[config.mk]
export PLATFORM = sky130hd
export DESIGN_NAME = operand_deserializer
export DESIGN_NICKNAME = d
export VERILOG_FILES = /design/src/rtl/operand_deserializer.sv
export SDC_FILE = /design/constraint.sdc
export NUM_CORES = 1
export LEC_CHECK = 0
export CAP_MARGIN = 40
export CORE_UTILIZATION = 50
export DETAILED_ROUTE_END_ITERATION = 8
export PLACE_DENSITY = 0.76
export SYNTH_ARGS = -nofsm -noshare
export SYNTH_HDL_FRONTEND = slang
export SYNTH_SLANG_ARGS = --single-unit
[constraint.sdc]
create_clock -name clk_in -period 1.5 [get_ports clk_in]
set_input_delay 0.3 -clock clk_in [delete_from_list [all_inputs] [get_ports clk_in]]
set_output_delay 0.3 -clock clk_in [all_outputs]
set_load 0.03 [all_outputs]
[src/rtl/operand_deserializer.sv]
// operand_deserializer: shifts two WIDTH-bit operands in LSB first (A, then B)
// and publishes them as a parallel pair to the adder under a valid/ready handshake.
module operand_deserializer #(
  parameter int WIDTH = 32
) (
  input  logic             clk_in,
  input  logic             rst_in,
  input  logic             serial_in,
  input  logic             serial_valid_in,
  input  logic             clear_in,
  input  logic             adder_rdy_in,
  output logic             input_rdy,
  output logic [WIDTH-1:0] operand_a,
  output logic [WIDTH-1:0] operand_b,
  output logic             operands_valid,
  output logic             loading_b
);

  localparam int CW = $clog2(WIDTH) + 1;

  typedef enum logic [1:0] {
    LOAD_A = 2'd0,
    LOAD_B = 2'd1,
    HOLD   = 2'd2
  } state_t;

  state_t           state, state_n;
  logic [CW-1:0]    count, count_n;
  logic [WIDTH-1:0] shadow_a, shadow_a_n;
  logic [WIDTH-1:0] shadow_b, shadow_b_n;
  logic [WIDTH-1:0] operand_a_n, operand_b_n;
  logic             operands_valid_n, input_rdy_n, loading_b_n;

  logic accept;
  logic last_bit;

  assign accept   = serial_valid_in && input_rdy;
  assign last_bit = (count == CW'(WIDTH - 1));

  // Next-state and next-output decode; clear beats any same-cycle bit or handshake.
  always_comb begin
    state_n          = state;
    count_n          = count;
    shadow_a_n       = shadow_a;
    shadow_b_n       = shadow_b;
    operand_a_n      = operand_a;
    operand_b_n      = operand_b;
    operands_valid_n = operands_valid;
    input_rdy_n      = input_rdy;
    loading_b_n      = loading_b;
    if (clear_in) begin
      state_n          = LOAD_A;
      count_n          = '0;
      shadow_a_n       = '0;
      shadow_b_n       = '0;
      operands_valid_n = 1'b0;
      input_rdy_n      = 1'b1;
      loading_b_n      = 1'b0;
    end else begin
      unique case (state)
        LOAD_A: if (accept) begin
          shadow_a_n = {serial_in, shadow_a[WIDTH-1:1]};
          if (last_bit) begin
            count_n     = '0;
            state_n     = LOAD_B;
            loading_b_n = 1'b1;
          end else begin
            count_n = count + CW'(1);
          end
        end
        LOAD_B: if (accept) begin
          shadow_b_n = {serial_in, shadow_b[WIDTH-1:1]};
          if (last_bit) begin
            // Publish the pair; the final bit goes straight into operand_b.
            operand_a_n      = shadow_a;
            operand_b_n      = {serial_in, shadow_b[WIDTH-1:1]};
            operands_valid_n = 1'b1;
            input_rdy_n      = 1'b0;
            loading_b_n      = 1'b0;
            count_n          = '0;
            state_n          = HOLD;
          end else begin
            count_n = count + CW'(1);
          end
        end
        HOLD: if (operands_valid && adder_rdy_in) begin
          // Operands stay on the bus after the handshake; only valid drops.
          operands_valid_n = 1'b0;
          input_rdy_n      = 1'b1;
          state_n          = LOAD_A;
        end
        default: begin
          state_n     = LOAD_A;
          count_n     = '0;
          input_rdy_n = 1'b1;
        end
      endcase
    end
  end

  // State and output registers with synchronous reset at top priority.
  always_ff @(posedge clk_in) begin
    if (rst_in) begin
      state          <= LOAD_A;
      count          <= '0;
      shadow_a       <= '0;
      shadow_b       <= '0;
      operand_a      <= '0;
      operand_b      <= '0;
      operands_valid <= 1'b0;
      input_rdy      <= 1'b1;
      loading_b      <= 1'b0;
    end else begin
      state          <= state_n;
      count          <= count_n;
      shadow_a       <= shadow_a_n;
      shadow_b       <= shadow_b_n;
      operand_a      <= operand_a_n;
      operand_b      <= operand_b_n;
      operands_valid <= operands_valid_n;
      input_rdy      <= input_rdy_n;
      loading_b      <= loading_b_n;
    end
  end

endmodule
==> summary.log <==
INFO  cells_and_area antenna-diode-count=0
INFO  cells_and_area post_route_cells_drive_above_1_share=10.7%
INFO  placed_design  port_buffers=72
INFO  placed_design  place_hpwl=7350um
INFO  pwr            max_ir_drop_vdd=742uV
INFO  logic_synthesis synthFlopType=sky130_fd_sc_hd__dfxtp_1
INFO  min_path       timing.hold.worst.class=in -> reg
INFO  cells_and_area layout.filler_cells=892
INFO  sta            worst_margin_pin_slew=417ps
INFO  logic_synthesis synthesis.instances=630
INFO  sta            timing.final.hold_violations=0
INFO  sta            finalMaxSlewViolations=0
INFO  logic_synthesis yosysWarningCount=0
INFO  floorplanning  pin_count=73
INFO  routing        antenna_left=0
INFO  grt            grt_pass1_wl=19600um
INFO  logic_synthesis synth_async_sr_flop_share=0%
INFO  sta            worst_slack=-19.3ps
INFO  sta            final.setup_skew=9.55ps
INFO  floorplanning  die_width=109um
INFO  pwr            power.total=7770uW
INFO  routing        drt_pre_antenna_iters=5
INFO  grt            grt_pass1_vias=4286
INFO  cells_and_area post-route-util=64.8%
INFO  floorplanning  initial_utilization=52.0%
INFO  sta            final_critical_period=1520ps
INFO  pwr            pwr_density_cell=1090nW/um^2
INFO  floorplanning  dieArea=11900squm
INFO  pwr            total_leakage_power=0.00253uW
INFO  sta            worst_slew_margin_rel=72.2%
INFO  critical_path  critical_path_class=reg -> reg
INFO  routing        detail_route.iter0.violations=213
INFO  critical_path  worst-endpoint-required=1840ps
INFO  clock_network  tritoncts.num_buffers=17
INFO  routing        finalWirelength=11700um
INFO  clock_network  tritoncts_clock_tree=done
INFO  cells_and_area finalNetCount=707
INFO  job            maxCapViolCount=0
INFO  cells_and_area multi_input_comb_area=2690squm
INFO  cells_and_area layout-area-overhead-vs-synth=24.5%
INFO  logic_synthesis sequential_element_share_of_the_synthesized_area=48.2%
INFO  logic_synthesis synth_seq_cells=138
INFO  logic_synthesis synth_area_per_cell=9.11squm
INFO  sta            setup_viol=11
INFO  sta            holdWs=342ps
INFO  clock_network  cts_hold_repair.buffers=0
INFO  critical_path  setup.reg_to_reg.worst_slack=-20ps
INFO  routing        wl_per_cell=13.7um
INFO  placed_design  routability_congestion_estimate_from_global_placement=0.865
INFO  clock_network  cts_root_buffer=sky130_fd_sc_hd__clkbuf_16
INFO  grt            grtUsageTotal=21.1%
INFO  logic_synthesis synth-edff-count=0
INFO  clock_network  worst_setup_hold_path_clk_slew=60ps
INFO  logic_synthesis mappedNetlistNets=637
INFO  floorplanning  chipHeight=109um
INFO  clock_network  max-clock-path-buffers=2
INFO  critical_path  cp_data_arrival_time=1860ps
INFO  grt            grt_max_degree=131
INFO  logic_synthesis post_synth_num_cell_types=41
INFO  run_status     violations=setup timing
INFO  clock_network  cts_max_level=4
INFO  run_status     outcome=finished with violations
INFO  grt            gr-total-overflow=0
INFO  floorplanning  core.rowCount=38
INFO  routing        routed_vias_inst=5.19
INFO  critical_path  critical_path_peak_fanout=16
INFO  cells_and_area seqCellArea=2770squm
INFO  clock_network  cts_sinks=138
INFO  clock_network  skew_pair_late_insertion_delay=420ps
INFO  logic_synthesis post_synth_instance_area=5740squm
INFO  floorplanning  floorplan.core_area=11000squm
INFO  sta            fin_crit_sh=101%
INFO  routing        route.vias.total=4421
INFO  sta            rsz0062_at_grt=yes
INFO  routing        drc=0
INFO  critical_path  start_kind=flip-flop
INFO  clock_network  post_cts.repair.setup_buffers=0
INFO  sta            max_freq=0.658GHz
INFO  grt            grt_antenna_before_repair=0
INFO  critical_path  cp-end-kind=flip-flop
metrics by stage:
step / TNS (ps) / cell area [sq um] / instances / setup WS, ps
final: -95.2 / 7140 / 852 / -19.3
after global routing: -2990 / 7140 / 852 / -93.7
after CTS: -141 / 7150 / 852 / -27.3
after detailed placement: -35750 / 6670 / 821 / -374
after global placement: -28980 / 6670 / 821 / -280
after floorplan: 0 / 5770 / 630 / 22.3
final cells by class:
class | instances | share of cell area [%]
inverters | 2 | 0.105
clock inverters | 11 | 1.37
flip-flops and latches | 138 | 38.8
multi-input cells | 443 | 37.7
well taps | 140 | 2.45
clock buffers | 20 | 6.39
repair buffers | 98 | 13.2
power breakdown:
group | internal (uW) | leakage, uW | switching (uW)
combinational | 97.3 | 0.00114 | 118
sequential | 3670 | 0.00111 | 2.62
clock | 2350 | 0.000272 | 1540
path summary, 6_finish.rpt:
path / startpoint / end / cells after the start
max: count[1] / operand_b[28] / 6
min: rst_in / count[5] / 4
max reg2reg: count[1] / operand_b[28] / 6
min reg2reg: shadow_b[1] / shadow_b[1] / 2
kinds of logic after synthesis:
logic type | after synthesis | synth area share [%]
mux | 65 | 11.3
xor+xnor | 1 | 0.153
compound gates | 84 | 7.94
simple gates | 292 | 26.8
flops | 138 | 48.2
buf+inv | 49 | 5.37
fa+ha+maj | 1 | 0.218
synth_stat cells, types with 3 or more instances:
library cell / n / area share [%]
sky130_fd_sc_hd__nand2b_1: 130 / 14
sky130_fd_sc_hd__nand2_1: 134 / 8.8
sky130_fd_sc_hd__clkbuf_1: 32 / 2.1
sky130_fd_sc_hd__nand3_1: 6 / 0.52
sky130_fd_sc_hd__dfxtp_1: 138 / 48
sky130_fd_sc_hd__or4_1: 3 / 0.39
sky130_fd_sc_hd__a21oi_1: 68 / 5.9
sky130_fd_sc_hd__mux2i_1: 65 / 11
sky130_fd_sc_hd__buf_2: 8 / 0.70
sky130_fd_sc_hd__nor3_1: 3 / 0.26
sky130_fd_sc_hd__buf_12: 7 / 2.4
routing by layer:
layer  wire length [um]  global-route usage [%]  up-vias
met2               5710                    35.3      103
li1                   -                       -     2208
met5                  0                       0        -
met3                541                    6.16       14
met4                131                    7.72        0
met1               5300                    25.8     2096
worst max-delay path, cell delays in order, from the launching register on:
cell                       delay (ps)
sky130_fd_sc_hd__dfxtp_2          350
sky130_fd_sc_hd__ha_4             160
sky130_fd_sc_hd__nand2b_4          70
sky130_fd_sc_hd__nor4_4           280
sky130_fd_sc_hd__buf_12           190
sky130_fd_sc_hd__buf_12           170
sky130_fd_sc_hd__mux2i_2          210
flip-flops by register name, indices dropped and copies added (netlist names):
signal / flops
count: 6
input_rdy: 1
loading_b: 1
operand_a: 32
operand_b: 32
operands_valid: 1
shadow_a: 32
shadow_b: 31
state: 2
layout by cell type, fill, tap and decap left out, types with 6 or more instances in the layout:
cell type / instances
sky130_fd_sc_hd__nand2b_1: 129
sky130_fd_sc_hd__mux2i_1: 64
sky130_fd_sc_hd__dlygate4sd2_1: 45
sky130_fd_sc_hd__a21oi_1: 68
sky130_fd_sc_hd__clkbuf_16: 17
sky130_fd_sc_hd__clkdlybuf4s15_1: 14
sky130_fd_sc_hd__clkbuf_2: 7
sky130_fd_sc_hd__dfxtp_1: 134
sky130_fd_sc_hd__nand2_1: 134
sky130_fd_sc_hd__buf_4: 16
sky130_fd_sc_hd__nand3_1: 6
sky130_fd_sc_hd__buf_12: 10
repair_timing:
action                     in CTS  in global routing
setup endpoints to repair     128                 82
pin swaps                       1                  1
resized for setup              74                 25
Power figures use the tool's default switching activity.
